--- config.mk ---
export PLATFORM = sky130hd
export DESIGN_NAME = instruction_fetch_unit_flat
export DESIGN_NICKNAME = d
export VERILOG_FILES = /design/src/rtl/instruction_fetch_unit_if.sv /design/src/rtl/instruction_fetch_unit.sv /design/src/flat_wrapper.sv
export SDC_FILE = /design/constraint.sdc
export NUM_CORES = 1
export LEC_CHECK = 0
export ABC_CLOCK_PERIOD_IN_PS = 6800
export CORE_MARGIN = 8
export CORE_UTILIZATION = 55
export CTS_BUF_LIST = sky130_fd_sc_hd__clkbuf_4 sky130_fd_sc_hd__clkbuf_8
export CTS_CLUSTER_SIZE = 24
export DETAILED_ROUTE_END_ITERATION = 8
export PLACE_DENSITY_LB_ADDON = 0.15
export SLEW_MARGIN = 20
export SYNTH_ARGS = -nofsm -noshare
export SYNTH_HDL_FRONTEND = slang
export SYNTH_SLANG_ARGS = --single-unit
--- constraint.sdc ---
create_clock -name clk -period 6.8 [get_ports clk]
set_input_delay 1.36 -clock clk [delete_from_list [all_inputs] [get_ports clk]]
set_output_delay 1.36 -clock clk [all_outputs]
set_load 0.02 [all_outputs]
--- src/rtl/instruction_fetch_unit_if.sv ---
// ----------------------------------------------------------------------------
// instruction_fetch_unit_if
//   Instruction-memory request/response bus between the fetch unit and the
//   instruction memory.
//   imem_req_o    : fetch request valid (fetch -> memory)
//   imem_addr_o   : word-aligned fetch address (fetch -> memory)
//   imem_ready_i  : memory accepts the request when req & ready (memory -> fetch)
//   imem_rvalid_i : in-order response valid, one per accepted request
//   imem_rdata_i  : instruction word of the response
//   Modports: master = fetch unit side, slave = memory side.
// ----------------------------------------------------------------------------
interface instruction_fetch_unit_if;
  logic        imem_req_o;
  logic [31:0] imem_addr_o;
  logic        imem_ready_i;
  logic        imem_rvalid_i;
  logic [31:0] imem_rdata_i;

  modport master (
    output imem_req_o,
    output imem_addr_o,
    input  imem_ready_i,
    input  imem_rvalid_i,
    input  imem_rdata_i
  );

  modport slave (
    input  imem_req_o,
    input  imem_addr_o,
    output imem_ready_i,
    output imem_rvalid_i,
    output imem_rdata_i
  );
endinterface

--- src/rtl/instruction_fetch_unit.sv ---
// ----------------------------------------------------------------------------
// instruction_fetch_unit
//   IF stage: owns the PC, issues in-order requests to instruction memory,
//   buffers returned words in a small FIFO and loads the IF/ID register.
//   Honours stall / flush / redirect from the hazard unit and discards any
//   responses that belong to a squashed fetch path.
// Ports
//   clk, rst                : clock, synchronous active-high reset
//   pc_write_en_i           : 0 = no new memory request
//   if_id_write_en_i        : 0 = hold IF/ID contents
//   if_id_flush_i           : clear IF/ID valid
//   take_branch_i           : redirect fetch to branch_target_pc_i
//   branch_target_pc_i      : redirect target
//   imem                    : instruction-memory bus (master side)
//   if_pc_o                 : PC of the next request
//   if_id_valid_o/pc/instr  : IF/ID register
//   fetch_misalign_o        : one-cycle pulse when a redirect target is unaligned
// ----------------------------------------------------------------------------
module instruction_fetch_unit #(
  parameter logic [31:0] RESET_PC   = 32'h0000_0000,
  parameter int          FIFO_DEPTH = 2
) (
  input  logic                            clk,
  input  logic                            rst,
  input  logic                            pc_write_en_i,
  input  logic                            if_id_write_en_i,
  input  logic                            if_id_flush_i,
  input  logic                            take_branch_i,
  input  logic [31:0]                     branch_target_pc_i,
  instruction_fetch_unit_if.master        imem,
  output logic [31:0]                     if_pc_o,
  output logic                            if_id_valid_o,
  output logic [31:0]                     if_id_pc_o,
  output logic [31:0]                     if_id_instr_o,
  output logic                            fetch_misalign_o
);
  localparam int PW = (FIFO_DEPTH > 1) ? $clog2(FIFO_DEPTH) : 1;
  localparam int CW = $clog2(FIFO_DEPTH + 1);
  localparam logic [PW-1:0] LAST_PTR = PW'(FIFO_DEPTH - 1);
  localparam logic [CW:0]   DEPTH_W  = (CW + 1)'(FIFO_DEPTH);

  function automatic logic [PW-1:0] ptr_inc(input logic [PW-1:0] p);
    return (p == LAST_PTR) ? '0 : p + PW'(1);
  endfunction

  logic [31:0]   pc_reg;
  logic [CW-1:0] out_cnt_reg;
  logic [CW-1:0] drop_cnt_reg;
  logic          misalign_reg;

  // PCs of accepted requests, in issue order; popped by every response
  // (kept or dropped) so its head always names the returning word.
  logic [31:0]   ifq_pc_mem [FIFO_DEPTH];
  logic [PW-1:0] ifq_wr_reg, ifq_rd_reg;

  // Return buffer of {pc, instr}.
  logic [31:0]   rb_pc_mem    [FIFO_DEPTH];
  logic [31:0]   rb_instr_mem [FIFO_DEPTH];
  logic [PW-1:0] rb_wr_reg, rb_rd_reg;
  logic [CW-1:0] rb_cnt_reg;

  logic          if_id_valid_reg;
  logic [31:0]   if_id_pc_reg, if_id_instr_reg;

  logic credit_ok, req, accept, rsp_keep, squash, if_id_load;
  logic rb_empty, rb_pop, bypass, rb_push;

  // Outstanding requests plus buffered words never exceed the buffer size,
  // so every response that is kept always has a slot waiting for it.
  assign credit_ok  = ({1'b0, out_cnt_reg} + {1'b0, rb_cnt_reg}) < DEPTH_W;
  assign req        = !rst && pc_write_en_i && !take_branch_i && credit_ok;
  assign accept     = req && imem.imem_ready_i;
  // A response is discarded if it belongs to an older path, including one
  // that lands in the very cycle of a redirect.
  assign rsp_keep   = imem.imem_rvalid_i && (drop_cnt_reg == '0) && !take_branch_i;
  assign squash     = take_branch_i || if_id_flush_i;
  assign if_id_load = !squash && if_id_write_en_i;
  assign rb_empty   = (rb_cnt_reg == '0);
  assign rb_pop     = if_id_load && !rb_empty;
  assign bypass     = if_id_load && rb_empty && rsp_keep;
  assign rb_push    = rsp_keep && !bypass;

  assign imem.imem_req_o  = req;
  assign imem.imem_addr_o = pc_reg;
  assign if_pc_o          = pc_reg;
  assign if_id_valid_o    = if_id_valid_reg;
  assign if_id_pc_o       = if_id_pc_reg;
  assign if_id_instr_o    = if_id_instr_reg;
  assign fetch_misalign_o = misalign_reg;

  // Storage arrays carry no reset; validity lives in the pointers/counters.
  always_ff @(posedge clk) begin
    if (accept) begin
      ifq_pc_mem[ifq_wr_reg] <= pc_reg;
    end
    if (rb_push) begin
      rb_pc_mem[rb_wr_reg]    <= ifq_pc_mem[ifq_rd_reg];
      rb_instr_mem[rb_wr_reg] <= imem.imem_rdata_i;
    end
  end

  always_ff @(posedge clk) begin
    if (rst) begin
      pc_reg          <= RESET_PC;
      out_cnt_reg     <= '0;
      drop_cnt_reg    <= '0;
      misalign_reg    <= 1'b0;
      ifq_wr_reg      <= '0;
      ifq_rd_reg      <= '0;
      rb_wr_reg       <= '0;
      rb_rd_reg       <= '0;
      rb_cnt_reg      <= '0;
      if_id_valid_reg <= 1'b0;
      if_id_pc_reg    <= '0;
      if_id_instr_reg <= '0;
    end else begin
      misalign_reg <= take_branch_i && (branch_target_pc_i[1:0] != 2'b00);

      if (take_branch_i) begin
        pc_reg <= {branch_target_pc_i[31:2], 2'b00};
      end else if (accept) begin
        pc_reg <= pc_reg + 32'd4;
      end

      out_cnt_reg <= out_cnt_reg + CW'(accept) - CW'(imem.imem_rvalid_i);
      if (accept) begin
        ifq_wr_reg <= ptr_inc(ifq_wr_reg);
      end
      if (imem.imem_rvalid_i) begin
        ifq_rd_reg <= ptr_inc(ifq_rd_reg);
      end

      // Everything still in flight after a redirect belongs to the old path.
      if (take_branch_i) begin
        drop_cnt_reg <= out_cnt_reg - CW'(imem.imem_rvalid_i);
      end else if (imem.imem_rvalid_i && (drop_cnt_reg != '0)) begin
        drop_cnt_reg <= drop_cnt_reg - CW'(1);
      end

      if (take_branch_i) begin
        rb_wr_reg  <= '0;
        rb_rd_reg  <= '0;
        rb_cnt_reg <= '0;
      end else begin
        if (rb_push) begin
          rb_wr_reg <= ptr_inc(rb_wr_reg);
        end
        if (rb_pop) begin
          rb_rd_reg <= ptr_inc(rb_rd_reg);
        end
        rb_cnt_reg <= rb_cnt_reg + CW'(rb_push) - CW'(rb_pop);
      end

      if (squash) begin
        if_id_valid_reg <= 1'b0;
      end else if (if_id_write_en_i) begin
        if (rb_pop) begin
          if_id_valid_reg <= 1'b1;
          if_id_pc_reg    <= rb_pc_mem[rb_rd_reg];
          if_id_instr_reg <= rb_instr_mem[rb_rd_reg];
        end else if (bypass) begin
          if_id_valid_reg <= 1'b1;
          if_id_pc_reg    <= ifq_pc_mem[ifq_rd_reg];
          if_id_instr_reg <= imem.imem_rdata_i;
        end else begin
          if_id_valid_reg <= 1'b0;
        end
      end
    end
  end

  // Credit accounting makes these unreachable; they flag a broken memory
  // model or a broken credit check.
  a_no_overflow: assert property (@(posedge clk) disable iff (rst)
    rb_push |-> ((rb_cnt_reg != CW'(FIFO_DEPTH)) || rb_pop));
  a_no_spurious_rsp: assert property (@(posedge clk) disable iff (rst)
    imem.imem_rvalid_i |-> (out_cnt_reg != '0));

endmodule
--- src/flat_wrapper.sv ---
// flat-port wrapper written by rule: the top's interface ports become plain ports
module instruction_fetch_unit_flat 
#(
  parameter logic [31:0] RESET_PC   = 32'h0000_0000,
  parameter int          FIFO_DEPTH = 2
)
  (clk, rst, pc_write_en_i, if_id_write_en_i, if_id_flush_i, take_branch_i, branch_target_pc_i, if_pc_o, if_id_valid_o, if_id_pc_o, if_id_instr_o, fetch_misalign_o, imem_imem_req_o, imem_imem_addr_o, imem_imem_ready_i, imem_imem_rvalid_i, imem_imem_rdata_i);
  instruction_fetch_unit_if imem_i ();
  input  logic clk;
  input  logic rst;
  input  logic pc_write_en_i;
  input  logic if_id_write_en_i;
  input  logic if_id_flush_i;
  input  logic take_branch_i;
  input  logic [31:0] branch_target_pc_i;
  output logic [31:0] if_pc_o;
  output logic if_id_valid_o;
  output logic [31:0] if_id_pc_o;
  output logic [31:0] if_id_instr_o;
  output logic fetch_misalign_o;
  output wire logic [$bits(imem_i.imem_req_o)-1:0] imem_imem_req_o;
  output wire logic [$bits(imem_i.imem_addr_o)-1:0] imem_imem_addr_o;
  input wire logic [$bits(imem_i.imem_ready_i)-1:0] imem_imem_ready_i;
  input wire logic [$bits(imem_i.imem_rvalid_i)-1:0] imem_imem_rvalid_i;
  input wire logic [$bits(imem_i.imem_rdata_i)-1:0] imem_imem_rdata_i;
  assign imem_imem_req_o = imem_i.imem_req_o;
  assign imem_imem_addr_o = imem_i.imem_addr_o;
  assign imem_i.imem_ready_i = imem_imem_ready_i;
  assign imem_i.imem_rvalid_i = imem_imem_rvalid_i;
  assign imem_i.imem_rdata_i = imem_imem_rdata_i;
  instruction_fetch_unit #(.RESET_PC(RESET_PC), .FIFO_DEPTH(FIFO_DEPTH)) u_core (.clk(clk), .rst(rst), .pc_write_en_i(pc_write_en_i), .if_id_write_en_i(if_id_write_en_i), .if_id_flush_i(if_id_flush_i), .take_branch_i(take_branch_i), .branch_target_pc_i(branch_target_pc_i), .imem(imem_i), .if_pc_o(if_pc_o), .if_id_valid_o(if_id_valid_o), .if_id_pc_o(if_id_pc_o), .if_id_instr_o(if_id_instr_o), .fetch_misalign_o(fetch_misalign_o));
endmodule
==> summary.md, run 1 <==
| Metric | Value |
|---|---|
| Peak supply drop | 152 uV |
| RSZ-0062 raised after global routing | false |
| Count leader, synth | edfxtp_1 |
| Crit share post-route | 63.4% |
| Largest net degree at the start of global routing | 81 |
| Global-route wire length before repair | 42600 um |
| # setup viols final | 0 |
| Worst R2R End | u_core.ifq_pc_mem[0][10]$_DFFE_PP_ |
| Leading post-synthesis cells by cell area | edfxtp_1 (46%), dfxtp_1 (18%), mux2_2 (6.0%) |
| R2r startpoint | u_core.rb_cnt_reg[0]$_SDFF_PP0_ |
| Worst endpoint required time | 5.44 ns |
| Dpl hpwl | 17200 um |
| Post-Synth Adder-Cell Area | 0.687% |
| Post-synthesis compound-gate area fraction | 9.28% |
| H-tree depth | 2 |
| Post-synth EDFFs | 184 |
| Fin. max-slew vios | 0 |
| Post-Synth XOR/XNOR Area | 1.17% |
| GP Congestion | 0.794 |
| Maxcap violations | 0 |
| Share of cells above drive strength 1 | 14.6% |
| Slew margin rel. | 24.3% |
| Yosys cell types | 54 |
| Die Footprint | 0.0269 mm2 |
| I/O Buffers | 196 |
| Clock sink count | 290 |
| Ys flop type | edfxtp_1 |
| Main combinational cell family by area after synthesis | simple AND/OR/NAND/NOR gates |
| Clk_skew | 0.0139 ns |
| Post-Syn Area | 0.0120 mm2 |
| Largest register FFs | 64 |
| Synth Area in Simple Gates | 11.7% |
| Iteration-0 DRC Markers | 660 |
| CP Cell Sequence | clkdlybuf4s50_1 -> buf_4 -> nor2_2 -> and2_1 -> clkdlybuf4s50_1 |
| Routed wire length | 27500 um |
| Clock Power Share | 39.5% |
| Initial Util | 55.6% |
| Setup TNS | 0 ns |
| Hold Fails Final Rpt | 0 |
| Worst skew pair latency | 0.55 ns |
| Switching power | 849 uW |
| N_diodes | 0 |
| Row cnt | 54 |
| Largest registers | u_core.rb_instr_mem (64), u_core.ifq_pc_mem (60), u_core.rb_pc_mem (60) |
| CTS tree | yes |
| CP bufs+invs | 3 |
| FMAX | 232 MHz |
| Pwr/cell area | 253 mW/mm2 |
| Grt ovf | 0 |
| Synth area leader | edfxtp_1 |
| CP Depth | 5 |
| Sequential area share after synthesis | 63.6% |
| Synth Register Bits | 290 |
| Routed via count | 8102 |
| Arrival @ worst endpoint | 2.95 ns |
| Mux contribution to synthesized area | 8.91% |
| Clock slew at reported path FFs | 0.06 ns |
| Pint | 2920 uW |
| Top cell family by delay on the critical path | buffers and inverters |
| I/O Pins | 203 |
| Area of the core | 0.0216 mm2 |
| Largest reg by FF count | u_core.rb_instr_mem |
| Synth Warn # | 0 |
| Critical Path Fanout Max | 37 |
| Die Wd | 164 um |
| Finished Cell Area | 0.0149 mm2 |
| DR WL/cell | 19.0 um |
| Die height | 164 um |
| Area Growth Syn to Fin | 23.7% |
| HP Class | reg -> reg |
| Combinational Power Share | 8.3% |
| Vias per inst | 5.59 |
| 1st-pass router iterations | 6 |
| Syn Inst Count | 969 |
| CP Capture Type | output pin |
| Min cycle time layout | 4.31 ns |
| NumNets Final | 1210 |
| Tot GR Track Use | 19.9% |
| Crit start category | primary input |
| Hold Buf Count CTS | 0 |
| Num CTS Buffers | 46 |
| CTS resizes | 0 |
| Critical path startpoint | take_branch_i |
| Reg2reg path depth | 6 |
| Post-synth top area share | 45.9% |
| Placed inst area | 0.0139 mm2 |
| Clk root buf | clkbuf_8 |
| Most frequent cells after synthesis | edfxtp_1 (184), dfxtp_1 (106), nor2_1 (96), nand2_1 (85), mux2_2 (64) |
| Worst path most repeated cell | clkdlybuf4s50_1 |
| CP max stage delay | 0.54 ns |
| Worst Tran Pin Value | 1.13 ns |
| Post-CTS Setup Bufs | 0 |
| R2r setup slk | 3.53 ns |
| Pre-CTS setup slack | 2.43 ns |
| CP Class | in -> out |
| Lkg Pwr | 0.00501 uW |
| DRT antenna net count | 0 |
| Sequential power share | 52.2% |
| Async SR Flop Fraction | 0% |
| Initial antenna violation count | 0 |
| Mean Syn Cell Area | 12.4 um2 |
| DRC viols | 0 |
| CP max-delay cell | clkdlybuf4s50_1 |
| Outcome | finished clean |
| Vias in the first global route | 8100 |
| Max Root-Sink Buffers | 3 |
| Switch share | 22.5% |
| End of the critical path | imem_imem_req_o |
| Final setup margin | 2.49 ns |
## cell type report
type,instances,area [um2]
clock inverters,11,75.1
flip-flops and latches,290,7650
inverters,11,41.3
well taps,280,350
fillers,1628,6740
multi-input cells,577,3860
clock buffers,74,868
repair buffers,206,2030
## tightest hold or removal path: cells and delay by family, from the launching register on
| family | cells | cell delay, ns |
|---|---|---|
| simple gates | 1 | 0.05 |
| compound gates | 1 | 0.08 |
| flops | 1 | 0.31 |
## layout by cell type (no fill, tap or decap), types with 3 or more instances in the layout
| master | netlist | routed |
|---|---|---|
| clkdlybuf4s50_1 | 0 | 195 |
| edfxtp_1 | 184 | 184 |
| dfxtp_1 | 106 | 105 |
| nor2_1 | 96 | 95 |
| nand2_1 | 85 | 85 |
| mux2_2 | 64 | 64 |
| clkbuf_8 | 0 | 50 |
| a21oi_1 | 46 | 46 |
| mux2i_1 | 35 | 35 |
| a211oi_1 | 33 | 33 |
| nor2b_1 | 30 | 29 |
| a311oi_1 | 29 | 29 |
| clkbuf_4 | 0 | 24 |
| a31oi_1 | 19 | 19 |
| nand3_1 | 16 | 16 |
| nand4_1 | 12 | 12 |
| inv_1 | 11 | 11 |
| and2_1 | 12 | 11 |
| buf_4 | 38 | 11 |
| o21ai_0 | 9 | 9 |
| xnor2_1 | 8 | 8 |
| xor2_1 | 8 | 8 |
| conb_1 | 1 | 6 |
| clkinv_1 | 0 | 6 |
| nand2b_1 | 5 | 5 |
| o22ai_1 | 5 | 5 |
| or3_1 | 6 | 5 |
| ha_1 | 5 | 5 |
| and3_1 | 4 | 4 |
| nor3_1 | 4 | 4 |
| a21o_1 | 3 | 3 |
| a32oi_1 | 3 | 3 |
| o21a_1 | 3 | 3 |
| clkinv_2 | 0 | 3 |
## per-stage QoR
stage | utilization, % | instances | total power [uW] | hold slack, ns
6_report | 68.8 | 1449 | 3770 | 0.489
5_1_grt | 68.8 | 1449 | 3910 | 0.514
4_1_cts | 68.8 | 1449 | 3800 | 0.496
3_5_place_dp | 64.5 | 1364 | 2320 | 0.483
3_3_place_gp | 64.5 | 1364 | 2310 | 0.476
2_1_floorplan | - | 974 | 2180 | 0.480
## worst min path at each step
stage / start / end / cells after the start
CTS: u_core.if_id_instr_o[9]$_SDFFE_PP0P_ / u_core.if_id_instr_o[9]$_SDFFE_PP0P_ / 2
detailed placement: u_core.if_id_instr_o[27]$_SDFFE_PP0P_ / u_core.if_id_instr_o[27]$_SDFFE_PP0P_ / 2
finish: u_core.if_id_instr_o[18]$_SDFFE_PP0P_ / u_core.if_id_instr_o[18]$_SDFFE_PP0P_ / 2
floorplan: u_core.ifq_rd_reg$_SDFFE_PP0P_ / flop / 2
global route: u_core.if_id_instr_o[17]$_SDFFE_PP0P_ / u_core.if_id_instr_o[17]$_SDFFE_PP0P_ / 2
global placement: u_core.if_id_instr_o[1]$_SDFFE_PP0P_ / u_core.if_id_instr_o[1]$_SDFFE_PP0P_ / 2
## cell families (layout without fill, tap and decap cells)
kind of cell             count (synthesis)  after routing
other                                    1              6
AND/OR/NAND/NOR                        287            287
buffers and inverters                  107            302
multiplexers                            99             99
XOR/XNOR                                16             16
adder cells (fa/ha/maj)                  6              6
AO/OA/AOI/OAI                          163            163
flip-flops                             290            290
## metal layers
metal  share of wire [%]  up-vias  global-route usage (%)
met5                   0        -                       0
met4                 1.8        0                    6.45
met3                 6.4       34                    4.89
met2                  47      249                    31.8
met1                  45     3958                    26.4
li1                    -     3861                       -
## power by group through the flow
| stage | clock [uW] | combinational [uW] | sequential (uW) |
|---|---|---|---|
| global placement | 0 | 311 | 2000 |
| CTS | 1510 | 316 | 1970 |
| floorplan | 0 | 162 | 2010 |
| global route | 1600 | 338 | 1970 |
| detailed placement | 0 | 314 | 2000 |
| finish | 1490 | 314 | 1970 |
No activity file was read; power rests on OpenSTA's default activity.
==> inputs of run 2 (changes only) <==
- ABC_CLOCK_PERIOD_IN_PS: 6800 -> 4520
- clock period: 6.8 -> 4.52 ns (I/O delays scaled with it)
==> run 2 against run 1 <==
Effect of this change: first-iteration DRC count fell by 3.3%; global-route usage rose by 0.46 points; combinational power up 53%; die area unchanged; critical endpoint unchanged; largest cell class unchanged.
==> summary.md, run 2 (same netlist as run 1, synthesis figures left out) <==
| Metric | Value |
|---|---|
| CP Class | reg -> out (was in -> out) |
| DRT antenna net count | 0 (unchanged) |
| Largest register FFs | 64 (unchanged) |
| 1st-pass router iterations | 5 (was 6) |
| Initial Util | 55.6% (unchanged) |
| CP Capture Type | output pin (unchanged) |
| Area of the core | 0.0216 mm2 (unchanged) |
| Routed wire length | 27800 um (was 27500 um) |
| Number of fill cells in the layout | 1603 (was 1628) |
| CP Cell Sequence | inv_1 -> nor2_1 -> fa_1 -> nor3b_2 -> and2_1 -> clkdlybuf4s50_1 (was clkdlybuf4s50_1 -> buf_4 -> nor2_2 -> and2_1 -> clkdlybuf4s50_1) |
| Die height | 164 um (unchanged) |
| Tot GR Track Use | 20.4% (was 19.9%) |
| M3 GR Usage | 4.86% (was 4.89%) |
| I/O Buffers | 196 (unchanged) |
| CTS tree | yes (unchanged) |
| RSZ-0062 raised after global routing | false (unchanged) |
| Die Footprint | 0.0269 mm2 (unchanged) |
| Clock slew at reported path FFs | 0.06 ns (about the same) |
| H-tree depth | 2 (unchanged) |
| Maxcap violations | 0 (unchanged) |
| GP Congestion | 0.817 (was 0.794) |
| Clk_skew | 0.0189 ns (was 0.0139 ns) |
| Switching power | 1280 uW (was 849 uW) |
| Clk root buf | clkbuf_8 (unchanged) |
| GR Util met1 | 27.3% (was 26.4%) |
| Worst skew pair latency | 0.55 ns (about the same) |
| Share of cells above drive strength 1 | 15.2% (was 14.6%) |
| Iteration-0 DRC Markers | 638 (was 660) |
| Worst endpoint required time | 3.62 ns (was 5.44 ns) |
| Most frequent cells in the layout | clkdlybuf4s50_1 (195), edfxtp_1 (184), dfxtp_1 (105) (unchanged) |
| Fin. max-slew vios | 0 (unchanged) |
| Worst Tran Pin Value | 0.969 ns (was 1.13 ns) |
| Min cycle time layout | 3.48 ns |
| Crit share post-route | 77.1% |
| Slew margin rel. | 35.2% (was 24.3%) |
| Hold Fails Final Rpt | 0 (unchanged) |
| DRC viols | 0 (unchanged) |
| Final hold slack | 0.492 ns (was 0.489 ns) |
| Largest registers | u_core.rb_instr_mem (64), u_core.ifq_pc_mem (60), u_core.rb_pc_mem (60) (unchanged) |
| Global-route wire length before repair | 43600 um (was 42600 um) |
| HP Class | reg -> reg (unchanged) |
| N_diodes | 0 (unchanged) |
| # setup viols final | 0 (unchanged) |
| Initial antenna violation count | 0 (unchanged) |
| Post-CTS Setup Bufs | 0 (unchanged) |
| Combinational Power Share | 8.4% (was 8.3%) |
| Grt ovf | 0 (unchanged) |
| Largest reg by FF count | u_core.rb_instr_mem (unchanged) |
| Met2 global-route usage | 32.6% (was 31.8%) |
| Hold Buf Count CTS | 0 (unchanged) |
| CP max stage delay | 0.60 ns (was 0.54 ns) |
| CTS resizes | 0 (unchanged) |
| Vias per inst | 5.55 (was 5.59) |
| Clock Power Share | 39.9% (was 39.5%) |
| Clock sink count | 290 (unchanged) |
| Vias in the first global route | 8228 (was 8100) |
| Switch share | 22.4% (was 22.5%) |
| Gr busiest metal | met2 (unchanged) |
| CP bufs+invs | 2 (was 3) |
| Peak supply drop | 186 uV (was 152 uV) |
| Pwr/cell area | 382 mW/mm2 (was 253 mW/mm2) |
| Dpl hpwl | 17300 um (was 17200 um) |
| Crit start category | flop (was primary input) |
| Arrival @ worst endpoint | 2.58 ns (was 2.95 ns) |
| Die Wd | 164 um (unchanged) |
| NumNets Final | 1215 (was 1210) |
| Largest net degree at the start of global routing | 126 (was 81) |
| Num CTS Buffers | 47 (was 46) |
| DR WL/cell | 19.1 um (was 19.0 um) |
| Pint | 4440 uW (was 2920 uW) |
| Routed via count | 8073 (was 8102) |
| Pre-CTS setup slack | 1.07 ns (was 2.43 ns) |
| Area Growth Syn to Fin | 24.5% (was 23.7%) |
| FMAX | 287 MHz |
| Sequential power share | 51.8% (was 52.2%) |
| Lkg Pwr | 0.00506 uW (was 0.00501 uW) |
| CP max-delay cell | clkdlybuf4s50_1 (unchanged) |
| Top cell family by delay on the critical path | buffers and inverters (unchanged) |
| Finished Core Util | 69.2% (was 68.8%) |
| Final setup margin | 1.04 ns (was 2.49 ns) |
| Most common cell after layout, fill and taps aside | clkdlybuf4s50_1 (unchanged) |
| Row cnt | 54 (unchanged) |
| I/O Pins | 203 (unchanged) |
| Critical Path Fanout Max | 4 (was 37) |
| Max Root-Sink Buffers | 3 (unchanged) |
| Setup TNS | 0 ns (unchanged) |
| Outcome | finished clean (unchanged) |
[run 2: changes by cell type in the layout (fill, tap and decap cells not counted)]
cell,previous run,this run
clkbuf_8,50,56
buf_12,0,2
buf_4,11,13
bufinv_16,1,0
clkinv_1,6,4
clkinv_2,3,2
clkinvlp_4,1,0
[run 2: routing by layer]
| metal | vias to the layer above | part of all wire [%] | routed length (um) |
|---|---|---|---|
| met5 | - | 0 | 0 |
| met4 | 0 | 1.7 | 466 |
| met3 | 43 | 6.6 | 1830 |
| met2 | 257 | 47 | 13100 |
| met1 | 3915 | 45 | 12400 |
| li1 | 3858 | - | - |
[run 2: per-stage QoR]
stage                     power, uW  instances  instance area, um2
after floorplan                3270        974               12000
after global placement         3480       1368               14000
after detailed placement       3490       1368               14000
after CTS                      5770       1454               15000
after global routing           5940       1454               15000
final                          5720       1454               15000
[run 2: final timing paths]
kind                                               from                                     to  slack, ns  depth (start not counted)
setup / recovery        u_core.rb_cnt_reg[0]$_SDFF_PP0_                        imem_imem_req_o       1.04                          6
hold / removal    u_core.if_id_instr_o[15]$_SDFFE_PP0P_  u_core.if_id_instr_o[15]$_SDFFE_PP0P_       0.49                          2
setup reg to reg        u_core.rb_cnt_reg[0]$_SDFF_PP0_        u_core.if_pc_o[12]$_SDFFE_PP0P_       1.58                          9
hold reg to reg   u_core.if_id_instr_o[15]$_SDFFE_PP0P_  u_core.if_id_instr_o[15]$_SDFFE_PP0P_       0.49                          2
[run 2: layout make-up]
type                            instances  area, um2  area share [%]
Multi-Input combinational cell        577       3860            25.8
Clock buffer                           80        951            6.35
Inverter                               11       41.3           0.276
Timing Repair Buffer                  210       2090            14.0
Sequential cell                       290       7650            51.1
Clock inverter                          6       25.0           0.167
Tap cell                              280        350            2.34
[run 2: worst reg2reg max path, stage by stage (launching register included)]
cell     delay, ns
dfxtp_1       0.32
inv_1         0.06
nor2_1        0.12
fa_1          0.45
nor3b_2       0.31
nand3_2       0.34
buf_4         0.34
or4_1         0.57
mux2i_1       0.20
a21oi_1       0.09
[run 2: power groups by stage]
stage / Combinational, uW / Sequential (uW) / Clock, uW
floorplan: 244 / 3030 / 0
global placement: 471 / 3010 / 0
detailed placement: 478 / 3020 / 0
CTS: 482 / 2960 / 2330
global route: 516 / 2970 / 2450
finish: 479 / 2960 / 2280
==> inputs of run 3 (changes only) <==
- ABC_CLOCK_PERIOD_IN_PS: 4520 -> 3300
- clock period: 4.52 -> 3.3 ns (I/O delays scaled with it)
==> run 3 against run 2 <==
Effect of this change: power rose by 38%; first-iteration DRC count is 23% lower; combinational power rose by 39%; register-to-register slack got worse by 0.96 ns; via count grew 0.97%; global-route usage fell by 0.26 points; count of clock-buffer cells in the layout fell by 3; sequential power grew 37%; cell area increased by 0.79%; critical path type unchanged; largest cell class unchanged; largest power group unchanged.
==> summary.md, run 3 (same netlist as run 1, synthesis figures left out) <==
| Metric | Value |
|---|---|
| Outcome | finished clean (unchanged) |
| Area Growth Syn to Fin | 25.4% (was 24.5%) |
| Clk root buf | clkbuf_8 (unchanged) |
| H-tree depth | 2 (unchanged) |
| Most common cell after layout, fill and taps aside | clkdlybuf4s50_1 (unchanged) |
| Finished Core Util | 69.8% (was 69.2%) |
| HP Class | in -> reg (was reg -> reg) |
| CTS resizes | 0 (unchanged) |
| Pwr/cell area | 522 mW/mm2 (was 382 mW/mm2) |
| CP Class | reg -> out (unchanged) |
| DR WL/cell | 18.8 um (was 19.1 um) |
| Num CTS Buffers | 47 (unchanged) |
| FMAX | 352 MHz |
| Max Root-Sink Buffers | 3 (unchanged) |
| Clock slew at reported path FFs | 0.06 ns (about the same) |
| Maxcap violations | 0 (unchanged) |
| Hold Fails Final Rpt | 0 (unchanged) |
| I/O Pins | 203 (unchanged) |
| Tot GR Track Use | 20.1% (was 20.4%) |
| Fin. max-slew vios | 0 (unchanged) |
| Lkg Pwr | 0.00512 uW (was 0.00506 uW) |
| R2r startpoint | u_core.rb_cnt_reg[0]$_SDFF_PP0_ (unchanged) |
| N_diodes | 0 (unchanged) |
| Iteration-0 DRC Markers | 493 (was 638) |
| Clk_skew | 0.0210 ns (was 0.0189 ns) |
| RSZ-0062 raised after global routing | false (unchanged) |
| CTS tree | yes (unchanged) |
| Largest reg by FF count | u_core.rb_instr_mem (unchanged) |
| CP Capture Type | output pin (unchanged) |
| Die height | 164 um (unchanged) |
| Hold Crit Depth | 3 (was 2) |
| DRT antenna net count | 0 (unchanged) |
| CP max-delay cell | fa_1 (was clkdlybuf4s50_1) |
| Worst endpoint required time | 2.64 ns (was 3.62 ns) |
| Number of fill cells in the layout | 1597 (was 1603) |
| Largest register FFs | 64 (unchanged) |
| Initial antenna violation count | 0 (unchanged) |
| Vias per inst | 5.56 (was 5.55) |
| Most frequent cells in the layout | clkdlybuf4s50_1 (194), edfxtp_1 (184), dfxtp_1 (105) (was clkdlybuf4s50_1 (195), edfxtp_1 (184), dfxtp_1 (105)) |
| Row cnt | 54 (unchanged) |
| Initial Util | 55.6% (unchanged) |
| Global-route wire length before repair | 43200 um (was 43600 um) |
| HP Start | rst (was u_core.if_id_instr_o[15]$_SDFFE_PP0P_) |
| DRC viols | 0 (unchanged) |
| Routed wire length | 27600 um (was 27800 um) |
| Worst R2R End | u_core.if_pc_o[20]$_SDFFE_PP0P_ (was u_core.if_pc_o[12]$_SDFFE_PP0P_) |
| Die Footprint | 0.0269 mm2 (unchanged) |
| Setup TNS | 0 ns (unchanged) |
| Vias in the first global route | 8099 (was 8228) |
| Largest registers | u_core.rb_instr_mem (64), u_core.ifq_pc_mem (60), u_core.rb_pc_mem (60) (unchanged) |
| CP max stage delay | 0.45 ns (was 0.60 ns) |
| Arrival @ worst endpoint | 2.18 ns (was 2.58 ns) |
| CP Cell Sequence | inv_1 -> nor2_1 -> fa_1 -> nor3b_2 -> and2_1 -> dlymetal6s2s_1 (was inv_1 -> nor2_1 -> fa_1 -> nor3b_2 -> and2_1 -> clkdlybuf4s50_1) |
| # setup viols final | 0 (unchanged) |
| Post-CTS Setup Bufs | 0 (unchanged) |
| Grt ovf | 0 (unchanged) |
| Worst Tran Pin Value | 1.00 ns (was 0.969 ns) |
| Hold endpoint | u_core.rb_cnt_reg[0]$_SDFF_PP0_ (was u_core.if_id_instr_o[15]$_SDFFE_PP0P_) |
| Dpl hpwl | 17600 um (was 17300 um) |
| Dpl cells | 1377 (was 1368) |
| Critical Path Fanout Max | 4 (unchanged) |
| Clock sink count | 290 (unchanged) |
| I/O Buffers | 196 (unchanged) |
| R2r setup slk | 0.62 ns (was 1.58 ns) |
| Min cycle time layout | 2.84 ns |
| Crit start category | flop (unchanged) |
| Peak supply drop | 319 uV (was 186 uV) |
| Crit share post-route | 86.1% |
| Slew margin rel. | 33.0% (was 35.2%) |
| Area of the core | 0.0216 mm2 (unchanged) |
| NumNets Final | 1224 (was 1215) |
| Worst skew pair latency | 0.57 ns (was 0.55 ns) |
| Largest net degree at the start of global routing | 126 (unchanged) |
| Hold Buf Count CTS | 0 (unchanged) |
| Reg2reg path depth | 8 (was 9) |
| Share of cells above drive strength 1 | 15.9% (was 15.2%) |
| Overall Power | 7880 uW (was 5720 uW) |
| Routed via count | 8151 (was 8073) |
| GP Congestion | 0.807 (was 0.817) |
| Die Wd | 164 um (unchanged) |
| Finished Layout Cells | 1465 (was 1454) |
| 1st-pass router iterations | 5 (unchanged) |
[run 3: cell types whose count changed in the layout (fill, tap and decap cells not counted), sizes merged]
| cell | before | now |
|---|---|---|
| clkinv | 6 | 7 |
| clkinvlp | 0 | 3 |
| clkdlybuf4s50 | 195 | 194 |
| buf | 15 | 24 |
| dlymetal6s2s | 0 | 1 |
| clkbuf | 80 | 77 |
| bufinv | 0 | 1 |
[run 3: area by class of cell]
class	count	area [um2]	area share (%)
tap	280	350	2.32
multi-input combinational	577	3860	25.6
timing repair buffer	219	2200	14.6
clock inverter	11	82.6	0.547
clock buffer	77	903	5.99
sequential	290	7650	50.7
inverter	11	41.3	0.274
[run 3: critical path, delay by kind of cell, from the launching register on]
kind,cells,cell delay [ns]
flops,1,0.33
simple gates,3,0.56
buf+inv,2,0.28
fa+ha+maj,1,0.45
[run 3: through the flow]
stage / hold WS [ns] / worst slack, ns / cell area (um2)
6_report: 0.436 / 0.458 / 15100
5_1_grt: 0.424 / 0.360 / 15100
4_1_cts: 0.405 / 0.0116 / 15100
3_5_place_dp: 0.481 / 0.516 / 14100
3_3_place_gp: 0.476 / 0.509 / 14100
2_1_floorplan: 0.480 / 0.0487 / 12100
[run 3: worst max path at each step]
stage | slack, ns | end | startpoint | cells after the start
2_1_floorplan | 0.05 | u_core.ifq_pc_mem[0][10]$_DFFE_PP_ | u_core.rb_cnt_reg[0]$_SDFF_PP0_ | 7
6_report | 0.46 | imem_imem_req_o | u_core.rb_cnt_reg[0]$_SDFF_PP0_ | 6
4_1_cts | 0.01 | imem_imem_req_o | u_core.rb_cnt_reg[0]$_SDFF_PP0_ | 6
3_3_place_gp | 0.51 | imem_imem_req_o | pc_write_en_i | 4
3_5_place_dp | 0.52 | imem_imem_req_o | pc_write_en_i | 4
5_1_grt | 0.36 | imem_imem_req_o | u_core.rb_cnt_reg[0]$_SDFF_PP0_ | 6
[run 3: power by group]
part / internal [uW] / leakage (uW) / total, uW / switching [uW]
Combinational: 318 / 0.00206 / 665 / 346
Sequential: 3970 / 0.00254 / 4050 / 83.1
Clock: 1810 / 0.000521 / 3160 / 1350
Total: 6090 / 0.00512 / 7880 / 1780
[run 3: layer usage]
layer | up-vias | wire, um | global-route usage (%) | part of all wire [%]
li1 | 3891 | - | - | -
met1 | 3935 | 12400 | 27.2 | 45
met2 | 287 | 12700 | 32.1 | 46
met3 | 38 | 2010 | 4.86 | 7.3
met4 | 0 | 411 | 5.37 | 1.5
met5 | - | 0 | 0 | 0
